==> config.mk <==
export PLATFORM = sky130hd
export DESIGN_NAME = uart_word_rx
export DESIGN_NICKNAME = d
export VERILOG_FILES = /design/src/rtl/uart_pkg.sv /design/src/rtl/uart_rx_baud_ctr.sv /design/src/rtl/uart_word_rx.sv
export SDC_FILE = /design/constraint.sdc
export NUM_CORES = 1
export LEC_CHECK = 0
export BUFFER_PORTS_ARGS = -buffer_cell sky130_fd_sc_hd__buf_2
export CAP_MARGIN = 20
export CORE_MARGIN = 3
export CORE_UTILIZATION = 45
export DETAILED_ROUTE_END_ITERATION = 6
export HOLD_SLACK_MARGIN = 0.06
export PLACE_DENSITY_LB_ADDON = 0.08
export SYNTH_ARGS = -nofsm -noshare
export SYNTH_HDL_FRONTEND = slang
export SYNTH_HIERARCHICAL = 1
export SYNTH_SLANG_ARGS = --single-unit
==> constraint.sdc <==
create_clock -name clk -period 3.3 [get_ports clk]
set_input_delay 0.165 -clock clk [delete_from_list [all_inputs] [get_ports clk]]
set_output_delay 0.165 -clock clk [all_outputs]
set_load 0.02 [all_outputs]
==> src/rtl/uart_pkg.sv <==
`default_nettype none
// +----------------------------------------------------------------------+
// | uart_pkg : shared constants and state encoding for the UART word RX  |
// | Rev 1.0                                                              |
// +----------------------------------------------------------------------+
package uart_pkg;

  localparam int BYTES_PER_WORD = 4;
  localparam int DATA_BITS      = 8;
  localparam int BITCNT_W       = $clog2(DATA_BITS);
  localparam int MIN_DIV        = 2;

  typedef enum logic [2:0] {
    IDLE   = 3'd0,
    START  = 3'd1,
    DATA   = 3'd2,
    PARITY = 3'd3,
    STOP   = 3'd4
  } state_t;

endpackage
`default_nettype wire

==> src/rtl/uart_rx_baud_ctr.sv <==
`default_nettype none
// +----------------------------------------------------------------------+
// | uart_rx_baud_ctr : bit-period down-counter, tick when one cycle left |
// | Rev 1.0                                                              |
// +----------------------------------------------------------------------+
module uart_rx_baud_ctr #(
  parameter int BAUD_W = 24
) (
  input  logic              clk,
  input  logic              rst,
  input  logic              load_half,
  input  logic              load_full,
  input  logic [BAUD_W-1:0] div,
  output logic              tick
);

  logic [BAUD_W-1:0] r_cnt;

  // A load of N produces the tick N cycles later; an unreloaded counter parks at 0.
  always_ff @(posedge clk) begin
    if (rst) begin
      r_cnt <= '0;
    end else if (load_half) begin
      r_cnt <= div >> 1;
    end else if (load_full) begin
      r_cnt <= div;
    end else if (r_cnt != '0) begin
      r_cnt <= r_cnt - 1'b1;
    end
  end

  assign tick = (r_cnt == BAUD_W'(1));

endmodule
`default_nettype wire

==> src/rtl/uart_word_rx.sv <==
`default_nettype none
// +----------------------------------------------------------------------+
// | uart_word_rx : UART receiver packing bytes into 32-bit words         |
// | Optional partial-word idle timeout: define UART_RX_TIMEOUT_EN        |
// | Rev 1.0                                                              |
// +----------------------------------------------------------------------+
module uart_word_rx
  import uart_pkg::*;
#(
  parameter int BAUD_W    = 24,
  parameter int IDLE_BITS = 4
) (
  input  logic              clk,
  input  logic              rst,
  input  logic              rxd,
  input  logic [BAUD_W-1:0] baudcontrol,
  input  logic              parity,
  output logic [31:0]       data_out,
  output logic [2:0]        nbytes,
  output logic              done,
  output logic              parity_err,
  output logic              frame_err
);

  logic                 r_rxd_meta, r_rxd_sync, r_rxd_prev;
  logic                 w_fall;
  logic [BAUD_W-1:0]    w_div;
  state_t               r_state, w_state_nxt;
  logic [BITCNT_W-1:0]  r_bitcnt;
  logic [DATA_BITS-1:0] r_shift;
  logic                 r_par_bit, r_par_seen, r_frame_hold;
  logic [2:0]           r_idx;
  logic [31:0]          r_acc;
  logic                 w_tick, w_load_half, w_load_full;
  logic                 w_shift_en, w_par_sample, w_stop_sample;
  logic                 w_par_bad, w_byte_ok, w_frame_bad, w_par_err, w_commit;

  always_ff @(posedge clk) begin
    if (rst) begin
      r_rxd_meta <= 1'b1;
      r_rxd_sync <= 1'b1;
      r_rxd_prev <= 1'b1;
    end else begin
      r_rxd_meta <= rxd;
      r_rxd_sync <= r_rxd_meta;
      r_rxd_prev <= r_rxd_sync;
    end
  end

  assign w_fall = r_rxd_prev & ~r_rxd_sync;
  assign w_div  = (baudcontrol < BAUD_W'(MIN_DIV)) ? BAUD_W'(MIN_DIV) : baudcontrol;

  uart_rx_baud_ctr #(.BAUD_W(BAUD_W)) u_bit_ctr (
    .clk       (clk),
    .rst       (rst),
    .load_half (w_load_half),
    .load_full (w_load_full),
    .div       (w_div),
    .tick      (w_tick)
  );

  always_ff @(posedge clk) begin
    if (rst) r_state <= IDLE;
    else     r_state <= w_state_nxt;
  end

  always_comb begin
    w_state_nxt   = r_state;
    w_load_half   = 1'b0;
    w_load_full   = 1'b0;
    w_shift_en    = 1'b0;
    w_par_sample  = 1'b0;
    w_stop_sample = 1'b0;
    case (r_state)
      IDLE: begin
        if (w_fall) begin
          w_state_nxt = START;
          w_load_half = 1'b1;
        end
      end
      START: begin
        if (w_tick) begin
          if (!r_rxd_sync) begin
            w_state_nxt = DATA;
            w_load_full = 1'b1;
          end else begin
            w_state_nxt = IDLE;
          end
        end
      end
      DATA: begin
        if (w_tick) begin
          w_shift_en  = 1'b1;
          w_load_full = 1'b1;
          if (r_bitcnt == BITCNT_W'(DATA_BITS - 1))
            w_state_nxt = parity ? PARITY : STOP;
        end
      end
      PARITY: begin
        if (w_tick) begin
          w_par_sample = 1'b1;
          w_load_full  = 1'b1;
          w_state_nxt  = STOP;
        end
      end
      STOP: begin
        // After a framing error, hold here until the line is released.
        if (r_frame_hold) begin
          if (r_rxd_sync) w_state_nxt = IDLE;
        end else if (w_tick) begin
          w_stop_sample = 1'b1;
          if (r_rxd_sync) w_state_nxt = IDLE;
        end
      end
      default: w_state_nxt = IDLE;
    endcase
  end

  assign w_par_bad   = r_par_seen & (^{r_shift, r_par_bit});
  assign w_frame_bad = w_stop_sample & ~r_rxd_sync;
  assign w_par_err   = w_stop_sample & r_rxd_sync & w_par_bad;
  assign w_byte_ok   = w_stop_sample & r_rxd_sync & ~w_par_bad;

`ifdef UART_RX_TIMEOUT_EN
  localparam int IDLE_CNT_W = (IDLE_BITS > 1) ? $clog2(IDLE_BITS) : 1;

  logic                  r_idle_run;
  logic [IDLE_CNT_W-1:0] r_idle_bits;
  logic                  w_idle_active, w_idle_tick, w_idle_last, w_idle_load, w_to_commit;

  // Any low level on the line (including a new start edge) drops out of the active window.
  assign w_idle_active = (r_state == IDLE) && (r_idx != 3'd0)
                       && (r_idx < 3'(BYTES_PER_WORD)) && r_rxd_sync;
  assign w_idle_last   = (r_idle_bits == IDLE_CNT_W'(IDLE_BITS - 1));
  assign w_idle_load   = w_idle_active && (!r_idle_run || (w_idle_tick && !w_idle_last));
  assign w_to_commit   = w_idle_active && r_idle_run && w_idle_tick && w_idle_last;

  uart_rx_baud_ctr #(.BAUD_W(BAUD_W)) u_idle_ctr (
    .clk       (clk),
    .rst       (rst),
    .load_half (1'b0),
    .load_full (w_idle_load),
    .div       (w_div),
    .tick      (w_idle_tick)
  );

  always_ff @(posedge clk) begin
    if (rst || !w_idle_active) begin
      r_idle_run  <= 1'b0;
      r_idle_bits <= '0;
    end else if (!r_idle_run) begin
      r_idle_run  <= 1'b1;
    end else if (w_idle_tick) begin
      r_idle_bits <= r_idle_bits + 1'b1;
    end
  end

  assign w_commit = (r_idx == 3'(BYTES_PER_WORD)) | w_to_commit;
`else
  assign w_commit = (r_idx == 3'(BYTES_PER_WORD));
`endif

  always_ff @(posedge clk) begin
    if (rst) begin
      r_bitcnt     <= '0;
      r_shift      <= '0;
      r_par_bit    <= 1'b0;
      r_par_seen   <= 1'b0;
      r_frame_hold <= 1'b0;
      r_idx        <= '0;
      r_acc        <= '0;
      data_out     <= '0;
      nbytes       <= '0;
      done         <= 1'b0;
      parity_err   <= 1'b0;
      frame_err    <= 1'b0;
    end else begin
      done       <= w_commit;
      parity_err <= w_par_err;
      frame_err  <= w_frame_bad;

      if (w_load_half) begin
        r_bitcnt     <= '0;
        r_par_seen   <= 1'b0;
        r_frame_hold <= 1'b0;
      end
      if (w_shift_en) begin
        r_shift  <= {r_rxd_sync, r_shift[DATA_BITS-1:1]};
        r_bitcnt <= r_bitcnt + 1'b1;
      end
      if (w_par_sample) begin
        r_par_bit  <= r_rxd_sync;
        r_par_seen <= 1'b1;
      end
      if (w_frame_bad) r_frame_hold <= 1'b1;

      // Commits only happen in IDLE, so they never coincide with a byte write.
      if (w_commit) begin
        data_out <= r_acc;
        nbytes   <= r_idx;
        r_acc    <= '0;
        r_idx    <= '0;
      end else if (w_byte_ok) begin
        r_acc[{r_idx[1:0], 3'b000} +: DATA_BITS] <= r_shift;
        r_idx <= r_idx + 1'b1;
      end
    end
  end

endmodule
`default_nettype wire
# Word-level counts from Yosys, hierarchy flattened
# Cells that the tools add are included.
[op_classes] n_shift=2 addsub=4 eq_ne=13 multipliers=0 div=0 n_bitwise=8 order_cmp=1 n_mux=31 n_reduce_logical=12
[ops] operator="$mux W24" count=3
[ops] operator="$mux W3" count=11
[ops] operator="$bwmux W32" count=1
[ops] operator="$shift A8 B7 Y32 const A" count=1
[ops] operator="$shiftx A8 B7 Y32" count=1
[ops] operator="$eq A24 B1 Y1 const B" count=1
[ops] operator="$lt A24 B2 Y1 const B" count=1
[ops] operator="$reduce_bool A24 Y1" count=1
[ops] operator="$sub A24 B1 Y24 const B" count=1
[ops] operator="$mux W23" count=1
[ops] operator="$pmux W3 S5" count=1
[ops] operator="$mux W1" count=12
[ops] operator="$eq A3 B3 Y1 const B" count=3
[ops] operator="$reduce_xor A9 Y1" count=1
[ops] operator="$reduce_bool A2 Y1" count=4
[ops] operator="$neg A5 Y7" count=1
[ops] operator="$add A3 B1 Y3 const B" count=2
[ops] operator="$and A1 B1 Y1" count=6
[ops] operator="$eq A3 B2 Y1 const B" count=2
[ops] operator="$ne A2 B1 Y1 const B" count=3
[ops] operator="$reduce_and A6 Y1" count=1
[ops] operator="$reduce_or A2 Y1" count=3
[ops] operator="$ne A2 B2 Y1 const B" count=2
[ops] operator="$eq A3 B1 Y1 const B" count=1
[ops] operator="6 further kinds" count=7
[word_totals] memories=0 output_inout_bits=38 mem_bits_rw=0 mem_bits_ro=0 in_bits=28 register_bits=117 latch_bits=0

# Longest topological paths before layout
[depth] word_depth=6 mapped_depth=12 depth_no_buf=10

# Modules after synthesis
# The synthesis kept the hierarchy.
[by_module_without_submodules] module="uart_word_rx" seq_area_each_um2=1861.8 area_per_inst_um2=3814.9 instances=1 cells_per_inst=408
[by_module_without_submodules] module="uart_rx_baud_ctr" seq_area_each_um2=480.5 area_per_inst_um2=1526.5 instances=1 cells_per_inst=188

# Worst setup path before layout
# Ideal clock, no wire load.
[synth_path] path_type="reg-to-reg" startpoint="register u_bit_ctr.r_cnt[16]" endpoint="register u_bit_ctr.r_cnt[17]" path_buffers=1 setup_slack_ns=0.498 required_ns=3.226 path_stages_with_launch=11 arrival_ns=2.728 setup_ns=0.074 cell_sequence="dfxtp_1 -> or4_4 -> nand2b_4 -> nor3_1 -> nor2b_1 -> nor2b_1 -> clkbuf_1 -> nor2b_1 -> a22oi_1 -> or2_2 -> o21ai_0"
[synth_between] elab_chain_len=5
[synth_rtl] item="from (decl)" line="uart_rx_baud_ctr.sv:17" text="logic [BAUD_W-1:0] r_cnt;"
[synth_rtl] item="from (signal assigned)" line="uart_rx_baud_ctr.sv:24" text="r_cnt <= div >> 1;"
[synth_rtl] item="from (signal assigned)" line="uart_rx_baud_ctr.sv:26" text="r_cnt <= div;"
[synth_rtl] item="from (signal assigned)" line="uart_rx_baud_ctr.sv:28" text="r_cnt <= r_cnt - 1'b1;"
[synth_rtl] item="$eq A24 B1 Y1 (*)" line="uart_rx_baud_ctr.sv:32" text="assign tick = (r_cnt == BAUD_W'(1));"
[synth_rtl] item="via w_tick" line="uart_word_rx.sv:34" text="logic w_tick, w_load_half, w_load_full;"
[synth_rtl] item="$mux W1 (on tied branches)" line="uart_word_rx.sv:92, uart_word_rx.sv:100, uart_word_rx.sv:82"
[synth_rtl] item="$pmux W1 S2 (*)" line="uart_word_rx.sv:74" text="case (r_state)"
[synth_rtl] item="via w_load_full" line="uart_word_rx.sv:34"
[synth_rtl] item="$mux W24" line="uart_rx_baud_ctr.sv:25" text="end else if (load_full) begin"
[synth_rtl] item="$mux W23" line="uart_rx_baud_ctr.sv:23" text="end else if (load_half) begin"
# Mark *: on every way through the listed nets, which the timed path passes. The rest lies on a longest branch. The select of a mux whose other input is x is not followed.
# A chain may end at the register's enable or synchronous reset.

# Worst setup path in the final report
[layout_path] startpoint="register u_bit_ctr.r_cnt[16]" endpoint="register u_bit_ctr.r_cnt[7]"
# Same word-level chain as after synthesis.

==> qor.txt <==
Status: complete, no violations
Yosys reg bits: 117
Clock buffer depth: 2
Synth Flop Type: dfxtp_1
Detailed Route WL: 12300 µm
Reg2reg end: u_bit_ctr/r_cnt[7]
Vias in the first global route: 4310
Logic pwr share: 0.250
Die area: 13200 µm²
Largest cells by area after synthesis: dfxtp_1, nand2_1, mux2i_1
Most numerous cell in the Yosys netlist: dfxtp_1
Post-Syn Nets: 634
Global-route met3 utilization: 0.0500
DRT Pass-1 Iters: 5
Antenna violation net count after detailed routing: 0
NetSw: 1420 µW
DP HPWL: 8600 µm
Fin Setup TNS: 0 ns
All-Layer GR Usage: 0.201
Yosys top cell by area: dfxtp_1
Period Utilization, post-route: 0.932
Max Clock Freq: 325 MHz
Register area share after synthesis: 0.439
I/O pin count: 66
Synth cell types: 59
Critical path arrival: 3.43 ns
Cells on Worst Hold Path: 3
Final GP Congestion: 0.874
GR peak layer: met2
Static Leak: 0.00253 µW
CP dominant cell by count: or4_4
Vias per cell: 5.39
CP max FO: 6
Fraction of layout cells with a size suffix above 1: 0.204
CP max-delay cell: dlygate4sd3_1
FFs w/ async S/R, synth: 0
Worst-case hold path end point: u_bit_ctr/r_cnt[18]
Hold Startpoint: baudcontrol[19]
Ant diodes: 0
M2 GR Usage: 0.334
Worst-skew pair later-pin latency: 0.42 ns
Met1 Use GR: 0.242
Setup ws final: 0.224 ns
Largest net degree at the start of global routing: 51
Worst Tran Pin Value: 0.725 ns
Initial DRC Count: 303
FILL cells: 1031
Reg clk slew, reported paths: 0.05 ns
Hold crit path type: primary input to flop
Critical path capture point type: flop
CP required: 3.65 ns
Switch share: 0.308
Synth warn: 6
Multi-input logic area: 2670 µm²
Nets: 700
Final hold vios: 0
Flop-to-flop setup slack: 0.22 ns
Worst r2r src: u_bit_ctr/r_cnt[16]
Synth Instances: 596
Sequential power share: 0.365
Post-synth top cells: dfxtp_1, nand2_1, clkbuf_1
Min cycle time layout: 3.08 ns
Maximum VDD drop: 0.000547 V
Crit-path cells: or4_4, nand2b_4, nor3_1, nor2b_2, nor2b_4, or4_4, nand2_1, o21ai_0, dlygate4sd3_1
Post-synth EDFFs: 0
Initial Util: 0.464
DRC viols: 0
WL/cell: 15.1 µm
Register area: 2340 µm²
Antenna violations before repair: 0
Final setup fails: 0
RSZ-0062 raised after global routing: no
Number of buffers and inverters on the critical path: 1
Final hold slack: 0.0891 ns
Max_slew headroom: 0.517
Final-report max-slew violation count: 0
Internal: 3190 µW
H-tree levels: 4
Vias: 4406
Avg Cell Area, Syn: 8.96 µm²
Setup Crit Path Kind: flop to flop
Clock tree root buffer cell: clkbuf_16
Core area: 11500 µm²
Power per Cell Area: 706 nW/µm²
Crit path max-delay family: simple AND/OR/NAND/NOR gates
Cell Rows: 39
Inserted Clock Buffers: 17
DP Worst Slack: 0.339 ns
First-pass GRT wire length: 20900 µm
Die height: 115 µm
Synth top area share: 0.439
Post-Syn Area: 5340 µm²
Final Skew: 0.00580 ns
Die width: 115 µm
Total of max-cap violations: 0
Buffers on Ports: 65
Clock sinks: 117
TritonCTS clock tree: yes
Layout area overhead: 22.4%
Worst path max stage delay: 0.59 ns
Total gr overflow: 0
Startpoint types: flop
R2r worst-path depth: 9
Clk pwr share: 0.385
-- sequential cells by signal, summed over array words and instances (netlist names), 3 cells and up --
name and count:
r_shift 8, nbytes 3, u_bit_ctr/r_cnt 24, r_acc 32, r_state 3, data_out 32
r_bitcnt 3, r_idx 3
-- metal layers --
| layer | up-vias | wire length, µm |
|---|---|---|
| met5 | - | 0 |
| met3 | 18 | 476 |
| met1 | 2087 | 5550 |
| li1 | 2214 | - |
| met4 | 0 | 248 |
| met2 | 87 | 6040 |
-- layout by cell type (no fill, tap or decap), types with 3 or more instances in the layout --
| master | netlist | routed |
|---|---|---|
| clkinvlp_4 | 0 | 5 |
| dfxtp_1 | 117 | 117 |
| clkbuf_16 | 0 | 17 |
| xor2_1 | 5 | 5 |
| a22o_1 | 34 | 34 |
| buf_4 | 4 | 20 |
| clkinv_2 | 0 | 3 |
| o22ai_1 | 5 | 5 |
| nor2_1 | 24 | 23 |
| a21oi_1 | 33 | 32 |
| nand2b_1 | 4 | 4 |
| inv_1 | 12 | 12 |
| dlygate4sd3_1 | 0 | 22 |
| buf_2 | 4 | 65 |
| nand3_1 | 9 | 9 |
| o21ai_0 | 17 | 17 |
| nor3_1 | 11 | 11 |
| nand4_1 | 4 | 4 |
| xnor2_1 | 16 | 16 |
| o31ai_1 | 6 | 6 |
| nor4_1 | 12 | 12 |
| mux2i_1 | 39 | 39 |
| a211oi_1 | 4 | 4 |
| nor4b_1 | 3 | 3 |
| nor2b_1 | 6 | 4 |
| ha_1 | 10 | 10 |
| a32oi_1 | 3 | 3 |
| a22oi_1 | 5 | 5 |
| or3_1 | 3 | 3 |
| nand2_1 | 109 | 109 |
| or2_1 | 3 | 3 |
| nor3b_2 | 5 | 5 |
-- metrics by stage --
| stage | util | cells | area (µm²) | power, µW |
|---|---|---|---|---|
| detailed placement | 0.497 | 762 | 5720 | 2820 |
| finish | 0.568 | 818 | 6540 | 4620 |
| floorplan | - | 596 | 5340 | 2590 |
| global route | 0.568 | 818 | 6540 | 4850 |
| global placement | 0.497 | 762 | 5720 | 2810 |
| CTS | 0.566 | 816 | 6520 | 4640 |
-- layout make-up --
class                           count  area share
Multi-Input combinational cell    403       0.408
Clock buffer                       20      0.0683
Sequential cell                   117       0.358
Tap cell                          143      0.0274
Inverter                           15     0.00861
Clock inverter                     12      0.0199
Timing Repair Buffer              108       0.109
-- how the worst max path moves through the flow --
| stage | start | to | slack, ns | depth (start not counted) |
|---|---|---|---|---|
| after global placement | u_bit_ctr/r_cnt[16] | u_bit_ctr/r_cnt[19] | 0.51 | 8 |
| after CTS | u_bit_ctr/r_cnt[16] | u_bit_ctr/r_cnt[7] | 0.02 | 9 |
| after global routing | u_bit_ctr/r_cnt[16] | u_bit_ctr/r_cnt[7] | 0.07 | 9 |
| final | u_bit_ctr/r_cnt[16] | u_bit_ctr/r_cnt[7] | 0.22 | 9 |
| after floorplan | u_bit_ctr/r_cnt[16] | u_bit_ctr/r_cnt[17] | 0.50 | 10 |
| after detailed placement | u_bit_ctr/r_cnt[16] | u_bit_ctr/r_cnt[10] | 0.34 | 8 |
-- tightest hold or removal path, delay by kind of cell --
| kind | cells | cell delay, ns |
|---|---|---|
| AOI/OAI and AO/OA | 2 | 0.19 |
| buffers and inverters | 1 | 0.10 |
-- power groups by stage --
stage	combinational, µW	sequential [µW]	clock [µW]
floorplan	910	1680	0
global placement	1100	1710	0
detailed placement	1110	1710	0
CTS	1140	1680	1810
global route	1280	1700	1870
finish	1160	1690	1780
-- cells by family (layout without fill, tap and decap cells) --
logic type,Yosys count,in the layout,synth area share
compound gates,122,122,0.158
xor+xnor,23,23,0.0429
fa+ha+maj,10,10,0.0234
buf+inv,76,155,0.0663
flops,117,117,0.439
mux,39,39,0.0731
simple gates,209,209,0.198
-- what timing repair did --
item                       4_1_cts  5_1_grt
gates resized for setup          0        2
hold endpoints to repair        17        0
setup buffers                    0        2
setup endpoints to repair        0        4
hold buffers                    22        0
No activity file was read; power rests on OpenSTA's default activity.
